### src/rtl/m_dm_access.sv
// m_dm_access: M-stage data memory access sequencer.
// Issues one handshaked memory access per M-stage load/store. The pipeline
// is held while the access is outstanding. The raw read word, extension
// opcode and byte address are registered for the downstream load extender.
// Misaligned accesses are flagged without touching memory. Accesses that
// never see mem_ack are aborted as bus errors after MAX_WAIT BUSY cycles.
module m_dm_access #(
  parameter int unsigned MAX_WAIT = 15
) (
  input  logic        clk,
  input  logic        reset,
  input  logic        m_valid,
  input  logic        m_we,
  input  logic [1:0]  m_size,
  input  logic [2:0]  m_ext_op,
  input  logic [31:0] m_addr,
  input  logic [31:0] m_wdata,
  output logic        mem_req,
  output logic        mem_we,
  output logic [31:0] mem_addr,
  output logic [3:0]  mem_be,
  output logic [31:0] mem_wdata,
  input  logic        mem_ack,
  input  logic [31:0] mem_rdata,
  output logic        m_stall,
  output logic        rdata_valid,
  output logic [31:0] m_pre_rdata,
  output logic [2:0]  ext_op_out,
  output logic [31:0] addr_out,
  output logic        m_adel,
  output logic        m_ades,
  output logic        m_buserr
);

  typedef enum logic [1:0] {IDLE, BUSY, DONE} state_t;

  localparam logic [7:0] LAST_WAIT = 8'(MAX_WAIT - 1);

  state_t      state;
  state_t      state_nx;
  logic [7:0]  wait_cnt;
  logic        we_q;
  logic [2:0]  ext_op_q;
  logic [31:0] addr_q;
  logic        misaligned;
  logic        accept;
  logic        timeout;
  logic        stall_c;
  logic [3:0]  be_calc;
  logic [31:0] wdata_calc;

  // Alignment check: the reserved size code behaves like a word access.
  always_comb begin
    misaligned = 1'b0;
    unique case (m_size)
      2'b01:   misaligned = m_addr[0];
      2'b10:   misaligned = 1'b0;
      default: misaligned = |m_addr[1:0];
    endcase
  end

  // Byte enables and lane-replicated store data. Loads always read the whole word.
  always_comb begin
    be_calc    = 4'b1111;
    wdata_calc = m_wdata;
    unique case (m_size)
      2'b01: begin
        wdata_calc = {2{m_wdata[15:0]}};
        if (m_we) be_calc = m_addr[1] ? 4'b1100 : 4'b0011;
      end
      2'b10: begin
        wdata_calc = {4{m_wdata[7:0]}};
        if (m_we) be_calc = 4'b0001 << m_addr[1:0];
      end
      default: begin
        wdata_calc = m_wdata;
        be_calc    = 4'b1111;
      end
    endcase
  end

  assign accept  = (state == IDLE) && m_valid && !misaligned;
  assign timeout = (state == BUSY) && !mem_ack && (wait_cnt == LAST_WAIT);
  assign m_adel  = (state == IDLE) && m_valid && misaligned && !m_we;
  assign m_ades  = (state == IDLE) && m_valid && misaligned && m_we;
  // A reset during BUSY releases the pipeline immediately, even if M still holds an access.
  assign m_stall = stall_c && reset;

  // State register.
  always_ff @(posedge clk or negedge reset) begin
    if (!reset) state <= IDLE;
    else        state <= state_nx;
  end

  // Next-state logic and stall generation. An ack beats a timeout in the same cycle.
  always_comb begin
    state_nx = state;
    stall_c  = 1'b0;
    unique case (state)
      IDLE: begin
        if (accept) begin
          state_nx = BUSY;
          stall_c  = 1'b1;
        end
      end
      BUSY: begin
        stall_c = 1'b1;
        if (mem_ack || timeout) state_nx = DONE;
      end
      DONE:    state_nx = IDLE;
      default: state_nx = IDLE;
    endcase
  end

  // Memory interface, holding copies, wait counter and result registers.
  always_ff @(posedge clk or negedge reset) begin
    if (!reset) begin
      mem_req     <= 1'b0;
      mem_we      <= 1'b0;
      mem_addr    <= '0;
      mem_be      <= '0;
      mem_wdata   <= '0;
      rdata_valid <= 1'b0;
      m_pre_rdata <= '0;
      ext_op_out  <= '0;
      addr_out    <= '0;
      m_buserr    <= 1'b0;
      wait_cnt    <= '0;
      we_q        <= 1'b0;
      ext_op_q    <= '0;
      addr_q      <= '0;
    end else begin
      unique case (state)
        IDLE: begin
          rdata_valid <= 1'b0;
          m_buserr    <= 1'b0;
          if (accept) begin
            mem_req   <= 1'b1;
            mem_we    <= m_we;
            mem_addr  <= {m_addr[31:2], 2'b00};
            mem_be    <= be_calc;
            mem_wdata <= wdata_calc;
            we_q      <= m_we;
            ext_op_q  <= m_ext_op;
            addr_q    <= m_addr;
            wait_cnt  <= '0;
          end
        end
        BUSY: begin
          if (mem_ack) begin
            mem_req     <= 1'b0;
            mem_we      <= 1'b0;
            if (!we_q) m_pre_rdata <= mem_rdata;
            ext_op_out  <= ext_op_q;
            addr_out    <= addr_q;
            rdata_valid <= 1'b1;
          end else if (timeout) begin
            mem_req     <= 1'b0;
            mem_we      <= 1'b0;
            m_pre_rdata <= '0;
            ext_op_out  <= ext_op_q;
            addr_out    <= addr_q;
            rdata_valid <= 1'b1;
            m_buserr    <= 1'b1;
          end else begin
            wait_cnt <= wait_cnt + 8'd1;
          end
        end
        DONE: begin
          rdata_valid <= 1'b0;
          m_buserr    <= 1'b0;
          wait_cnt    <= '0;
        end
        default: begin
          rdata_valid <= 1'b0;
          m_buserr    <= 1'b0;
        end
      endcase
    end
  end

endmodule
### config.mk
export PLATFORM = sky130hd
export DESIGN_NAME = m_dm_access
export DESIGN_NICKNAME = d
export VERILOG_FILES = /design/src/rtl/m_dm_access.sv
export SDC_FILE = /design/constraint.sdc
export NUM_CORES = 1
export LEC_CHECK = 0
export ABC_CLOCK_PERIOD_IN_PS = 1850
export BUFFER_PORTS_ARGS = -buffer_cell sky130_fd_sc_hd__buf_4
export CORE_MARGIN = 2
export CORE_UTILIZATION = 35
export CTS_CLUSTER_DIAMETER = 60
export DETAILED_ROUTE_END_ITERATION = 10
export PLACE_DENSITY = 0.7
export REMOVE_ABC_BUFFERS = 1
export SLEW_MARGIN = 20
export SYNTH_ARGS = -nofsm -noshare
export SYNTH_HDL_FRONTEND = slang
export SYNTH_SLANG_ARGS = --single-unit
### constraint.sdc
create_clock -name clk -period 1.85 [get_ports clk]
set_input_delay 0.185 -clock clk [delete_from_list [all_inputs] [get_ports clk]]
set_output_delay 0.185 -clock clk [all_outputs]
set_load 0.02 [all_outputs]
==> impl_metrics.env, run 1 <==
export IMPL_worst_ep_required_time_ns=2.14
export IMPL_synth_seq_area_share_pct=58.1
export IMPL_leakage_uw=0.00519
export IMPL_max_freq_ghz=0.523
export IMPL_fin_area_um2=10300
export IMPL_placed_cell_area_um2=8640
export IMPL_ios=248
export IMPL_yosys_area_share_xor_xnor_pct=0
export IMPL_layout_setup_ws_ns=-0.0616
export IMPL_syn_area_per_cell_um2=11.0
export IMPL_vias=5670
export IMPL_antenna_found_initial=0
export IMPL_synth_top_family_by_area="simple AND/OR/NAND/NOR gates"
export IMPL_p_per_area_nw_per_um2=1560
export IMPL_path_max_fanout=16
export IMPL_cts_tree="done"
export IMPL_cp_start_kind="flop"
export IMPL_yosys_area_share_simple_pct=14.7
export IMPL_diodes=0
export IMPL_grt_max_degree=69
export IMPL_synthCells=601
export IMPL_viasPerCell=4.87
export IMPL_arrival_ns=2.20
export IMPL_synth_edf_count=0
export IMPL_gp_congestion=0.813
export IMPL_syn_cell_area_um2=6590
export IMPL_final_core_util_pct=55.2
export IMPL_routed_wl_um=19500
export IMPL_synth_async_sr_flop_share_pct=100
export IMPL_hp_start="m_wdata[3]"
export IMPL_grt_pass1_vias=5935
export IMPL_clk_latency_ns=0.42
export IMPL_clk_pin_slew_ns=0.07
export IMPL_yosysTopAreaCell="dfrtp_1"
export IMPL_ys_top_cells_by_area="dfrtp_1 58%, nand2_1 8.4%, a22o_1 4.4%, mux2_4 3.9%, buf_4 3.8%"
export IMPL_drt_iter0_markers=261
export IMPL_grt_total_usage_pct=19.5
export IMPL_worst_pin_slew_ns=0.670
export IMPL_port_buffer_count=245
export IMPL_clockRootBuffer="clkbuf_16"
export IMPL_dieArea_um2=19900
export IMPL_ys_types=46
export IMPL_slew_viol_final=0
export IMPL_synthAdderAreaFrac_pct=0.949
export IMPL_fp_coreArea_um2=18600
export IMPL_synth_seq_cells=153
export IMPL_drc=0
export IMPL_die_w_um=141
export IMPL_drive_above_1_share_pct=40.0
export IMPL_synth_compound_area_share_pct=12.3
export IMPL_clockBufferDepth=2
export IMPL_grt_first_pass_wirelength_um=30800
export IMPL_layout_nets=1029
export IMPL_synth_warnings=0
export IMPL_period_needed_ns=1.91
export IMPL_syn_to_final_growth_pct=55.7
export IMPL_peakVddDrop_mv=0.966
export IMPL_synth_top_flop_cell="dfrtp_1"
export IMPL_start_util_pct=35.5
export IMPL_drt_pre_antenna_iters=4
export IMPL_setup_viol_count_final=45
export IMPL_period_share_pct=103
export IMPL_cts_sinks=153
export IMPL_outcome="finished, violations left"
export IMPL_rsz0062_at_grt="yes"
export IMPL_violations="setup timing"
export IMPL_ff2ff_setup_slack_ns=-0.06
export IMPL_crit_start="wait_cnt[0]"
export IMPL_synthMuxAreaShare_pct=6.95
export IMPL_hpwl_um=12500
export IMPL_fin_skew_ns=0.00697
export IMPL_relSlewSlack_pct=55.1
export IMPL_timing_rr_start="wait_cnt[0]"
export IMPL_grt_overflow=0
export IMPL_ant_nets=0
export IMPL_path_class="reg -> reg"
export IMPL_fillCellCount=1547
export IMPL_hold_viol=0
export IMPL_max_cap_viol_count=0
export IMPL_num_rows=50
export IMPL_die_height_um=141
export IMPL_htreeDepth=4
export IMPL_wire_per_inst_um=16.7
export IMPL_hp_class="in -> reg"
export IMPL_synth_top_area_share_pct=58.1
export IMPL_cp_end_kind="flop"
export IMPL_cts_buffers=17
-- layout make-up --
cell class / count / area (µm²) / area share (%)
clock buffers: 21 / 450 / 4.39
clock inverters: 10 / 144 / 1.40
inverters: 4 / 15.0 / 0.146
multi-input cells: 378 / 2420 / 23.6
flip-flops and latches: 153 / 3830 / 37.4
well taps: 234 / 293 / 2.85
repair buffers: 364 / 3100 / 30.3
-- state kept, by name, summed over array words and instances, names as in the netlist --
| signal | count |
|---|---|
| addr_out | 32 |
| wait_cnt | 8 |
| ext_op_q | 3 |
| mem_req | 1 |
| state | 2 |
| ext_op_out | 3 |
| mem_we | 1 |
| m_buserr | 1 |
| mem_wdata | 32 |
| rdata_valid | 1 |
| mem_be | 4 |
| m_pre_rdata | 32 |
| addr_q | 32 |
| we_q | 1 |
-- cells in the mapped netlist, types with 2 or more instances --
cell type,count
a211o_1,2
nor2b_1,4
o21ai_1,9
buf_12,3
nor3b_2,2
o31a_1,2
buf_4,33
buf_1,3
and2_1,3
buf_2,15
a22o_1,33
nand3_1,3
nor2_1,48
dfrtp_1,153
nand2b_1,5
a221oi_1,16
mux2_2,18
a22oi_1,8
o21ai_0,6
and3_1,5
o21a_1,4
inv_1,4
nand4_1,2
mux2_4,17
nand2_1,148
a21oi_1,17
a21o_1,2
nor3_1,2
ha_1,5
clkbuf_1,13
-- metal layers --
metal,vias to the layer above,global-route usage [%],wire length [µm]
met5,-,0,0
met4,0,7.26,454
met3,30,6.28,1560
met2,232,32.8,9550
met1,2756,23.5,7910
li1,2652,-,-
-- critical path, stage by stage, from the launching register on --
cell,delay [ns]
dfrtp_1,0.38
inv_1,0.06
ha_1,0.13
or3b_4,0.39
buf_4,0.17
nor3_4,0.16
o21ai_4,0.11
buf_12,0.17
a22o_1,0.22
-- per-stage QoR --
stage          TNS [ns]  setup WS, ns  hold WS (ns)  std cells  power (µW)
2_1_floorplan   -200.79         -2.59        -0.111        535        8810
3_3_place_gp     -0.325       -0.0267        0.0531       1046       11900
3_5_place_dp      -1.72       -0.0502        0.0542       1046       12000
4_1_cts           -2.19       -0.0527       0.00476       1160       16000
5_1_grt           -7.06        -0.152       0.00947       1164       16800
6_report         -0.752       -0.0616        0.0213       1164       16000
-- logic make-up (layout without fill, tap and decap cells) --
kind of cell / count (synthesis) / in the layout
other: 1 / 2
AND/OR/NAND/NOR: 228 / 228
multiplexers: 35 / 35
flip-flops: 153 / 153
buffers and inverters: 71 / 399
adder cells (fa/ha/maj): 5 / 5
AO/OA/AOI/OAI: 108 / 108
-- power breakdown --
part | total (µW) | switching (µW) | leakage, µW | internal (µW)
clock network | 3580 | 1410 | 0.000280 | 2160
registers | 5670 | 953 | 0.00189 | 4720
logic | 6720 | 3460 | 0.00302 | 3260
total | 16000 | 5820 | 0.00519 | 10100
-- final timing paths --
check                                  end  depth (start not counted)
max                        m_pre_rdata[16]                          8
min                           mem_wdata[3]                          3
max reg2reg                m_pre_rdata[16]                          8
min reg2reg                   mem_wdata[1]                          2
max in group asynchronous       addr_q[16]                          3
min in group asynchronous   m_pre_rdata[9]                          2
-- what timing repair did --
action	CTS	global route
pin swaps	3	4
gates cloned	2	2
hold buffers	75	0
setup buffers	6	3
endpoints found under the hold margin	227	0
resized for setup	21	14
endpoints found under the setup margin	70	78
-- placed cells by master (no fill, tap or decap), drive strengths merged, types with 3 or more instances in the layout --
cell type and count:
nor2b 4, clkbuf 22, clkinvlp 3, a22o 33
nand2 148, and3 5, a22oi 8, nor3b 3
o21ai 16, nand3 3, nor2 49, mux2 35
bufinv 3, a21oi 17, a221oi 16, nand2b 5
nor3 3, dlygate4sd3 75, ha 5, dfrtp 153
inv 6, o21a 5, and2 3, buf 288
Note: power is estimated with default switching activity, not from simulation.
==> run 2, diff against run 1 <==
ABC_CLOCK_PERIOD_IN_PS = 2000   (was 1850)
PLACE_DENSITY = 0.67   (was 0.7)
clock period = 2 ns   (was 1.85 ns; I/O delays follow)
==> run 2 against run 1 <==
  * The flow now finishes without violations
  * Hold slack better by 0.00092 ns
  * Register-to-register slack better by 0.12 ns
  * Clock skew grew 0.0018 ns
  * Sequential power down 9.0%
  * Largest power group unchanged
  * Total power shrank 10%
  * Core utilization decreased by 2.2 points
  * Largest cell class unchanged
  * Combinational power is 12% lower
==> impl_metrics.env, run 2 (synthesis gave the netlist of run 1 again) <==
export IMPL_clk_pin_slew_ns=0.06
export IMPL_regArea_um2=3830
export IMPL_grt_busiest_layer="met2"
export IMPL_relSlewSlack_pct=43.1
export IMPL_hp_class="in -> reg"
export IMPL_cp_start_kind="flop"
export IMPL_use_met2_pct=29.4
export IMPL_critPathMaxStageDelay_ns=0.42
export IMPL_rsz0062_at_grt="yes"
export IMPL_max_cap_viol_count=0
export IMPL_period_share_pct=96.9
export IMPL_grt_pass1_vias=5424
export IMPL_max_freq_ghz=0.516
export IMPL_syn_to_final_growth_pct=49.4
export IMPL_slowest_stage="or3b_4"
export IMPL_multi_input_area_um2=2340
export IMPL_clockRootBuffer="clkbuf_16"
export IMPL_ios=248
export IMPL_drc=0
export IMPL_leakage_uw=0.00497
export IMPL_grt_first_pass_wirelength_um=28500
export IMPL_holdWs_ns=0.0222
export IMPL_post_place_cells=1033
export IMPL_p_per_area_nw_per_um2=1460
export IMPL_layout_setup_ws_ns=0.0613
export IMPL_worst_pin_slew_ns=0.854
export IMPL_port_buffer_count=245
export IMPL_layout_commonest_cell="buf_4"
export IMPL_vias=5391
export IMPL_ant_nets=0
export IMPL_grt_total_usage_pct=18.0
export IMPL_setup_viol_count_final=0
export IMPL_die_w_um=141
export IMPL_fillCellCount=1623
export IMPL_htreeDepth=4
export IMPL_clk_latency_ns=0.42
export IMPL_cp_end_kind="flop"
export IMPL_final_core_util_pct=53.0
export IMPL_crit_family="simple AND/OR/NAND/NOR gates"
export IMPL_peakVddDrop_mv=0.670
export IMPL_path_buf_inv=2
export IMPL_cts_tree="done"
export IMPL_wire_per_inst_um=15.7
export IMPL_path_class="reg -> reg"
export IMPL_die_height_um=141
export IMPL_drt_iter0_markers=275
export IMPL_hpwl_um=11800
export IMPL_path_max_fanout=22
export IMPL_arrival_ns=2.24
export IMPL_worstPathCellList="inv_1, ha_1, or3b_4, nor2_4, o21a_4, buf_12, mux2_2"
export IMPL_period_needed_ns=1.94
export IMPL_hold_viol=0
export IMPL_outcome="complete, no violations"
export IMPL_worst_ep_required_time_ns=2.30
export IMPL_drt_pre_antenna_iters=4
export IMPL_met1_usage_pct=22.9
export IMPL_clockBufferDepth=2
export IMPL_num_rows=50
export IMPL_fin_skew_ns=0.00879
export IMPL_drive_above_1_share_pct=38.8
export IMPL_antenna_found_initial=1
export IMPL_dieArea_um2=19900
export IMPL_setup_tns_ns=0
export IMPL_fp_coreArea_um2=18600
export IMPL_start_util_pct=35.5
export IMPL_use_met3_pct=5.43
export IMPL_slew_viol_final=0
export IMPL_gp_congestion=0.789
export IMPL_grt_max_degree=154
export IMPL_cts_buffers=17
export IMPL_instances_no_fill=1136
export IMPL_grt_overflow=0
export IMPL_routed_wl_um=17900
export IMPL_viasPerCell=4.75
export IMPL_cts_sinks=153
export IMPL_final_cell_mix="259 x buf_4, 151 x dfrtp_1, 148 x nand2_1, 67 x dlygate4sd3_1, 48 x nor2_1"
export IMPL_dp_slack_ns=0.0552
export IMPL_layout_nets=999
## run 2: changes by cell type in the layout (fill, tap and decap cells not counted), sizes merged
cell	change
dlygate4sd3	-8
clkinv	+1
diode	+1
clkinvlp	-1
inv	+5
bufinv	-1
clkbuf	-4
buf	-21
## run 2: metrics by stage
stage	total power [µW]	area (µm²)
2_1_floorplan	8150	6150
4_1_cts	14500	9810
3_5_place_dp	11000	8530
3_3_place_gp	10900	8530
6_report	14400	9840
5_1_grt	15100	9840
## run 2: area by class of cell
| cell class | instances | share of cell area [%] |
|---|---|---|
| flip-flops and latches | 153 | 38.9 |
| repair buffers | 334 | 28.1 |
| multi-input cells | 378 | 23.7 |
| clock buffers | 18 | 4.46 |
| well taps | 234 | 2.97 |
| clock inverters | 14 | 1.63 |
| inverters | 4 | 0.153 |
| diodes | 1 | 0.0254 |
## run 2: metal layers
metal,vias up,wire length [µm]
li1,2596,-
met1,2612,7660
met2,160,8780
met3,23,1120
met4,0,330
met5,-,0
## run 2: repair_timing
item / in CTS / in global routing
setup buffers: 1 / 2
hold buffers: 66 / 1
pin swaps: 1 / 0
hold endpoints to repair: 109 / 1
gates resized for setup: 1 / 4
setup endpoints to repair: 1 / 14
## run 2: worst paths after layout
kind	start	end	slack [ns]	cells after the start
max	wait_cnt[0]	addr_out[14]	0.06	7
min	mem_rdata[14]	m_pre_rdata[14]	0.02	2
max reg2reg	wait_cnt[0]	addr_out[14]	0.06	7
min reg2reg	mem_wdata[1]	mem_wdata[1]	0.48	2
max in group asynchronous	reset	mem_wdata[1]	0.82	3
min in group asynchronous	reset	wait_cnt[2]	0.52	3
## run 2: power by group
part	switching, µW	internal, µW
Sequential	800	4360
Combinational	3110	2800
Clock	1380	1910
Total	5290	9070
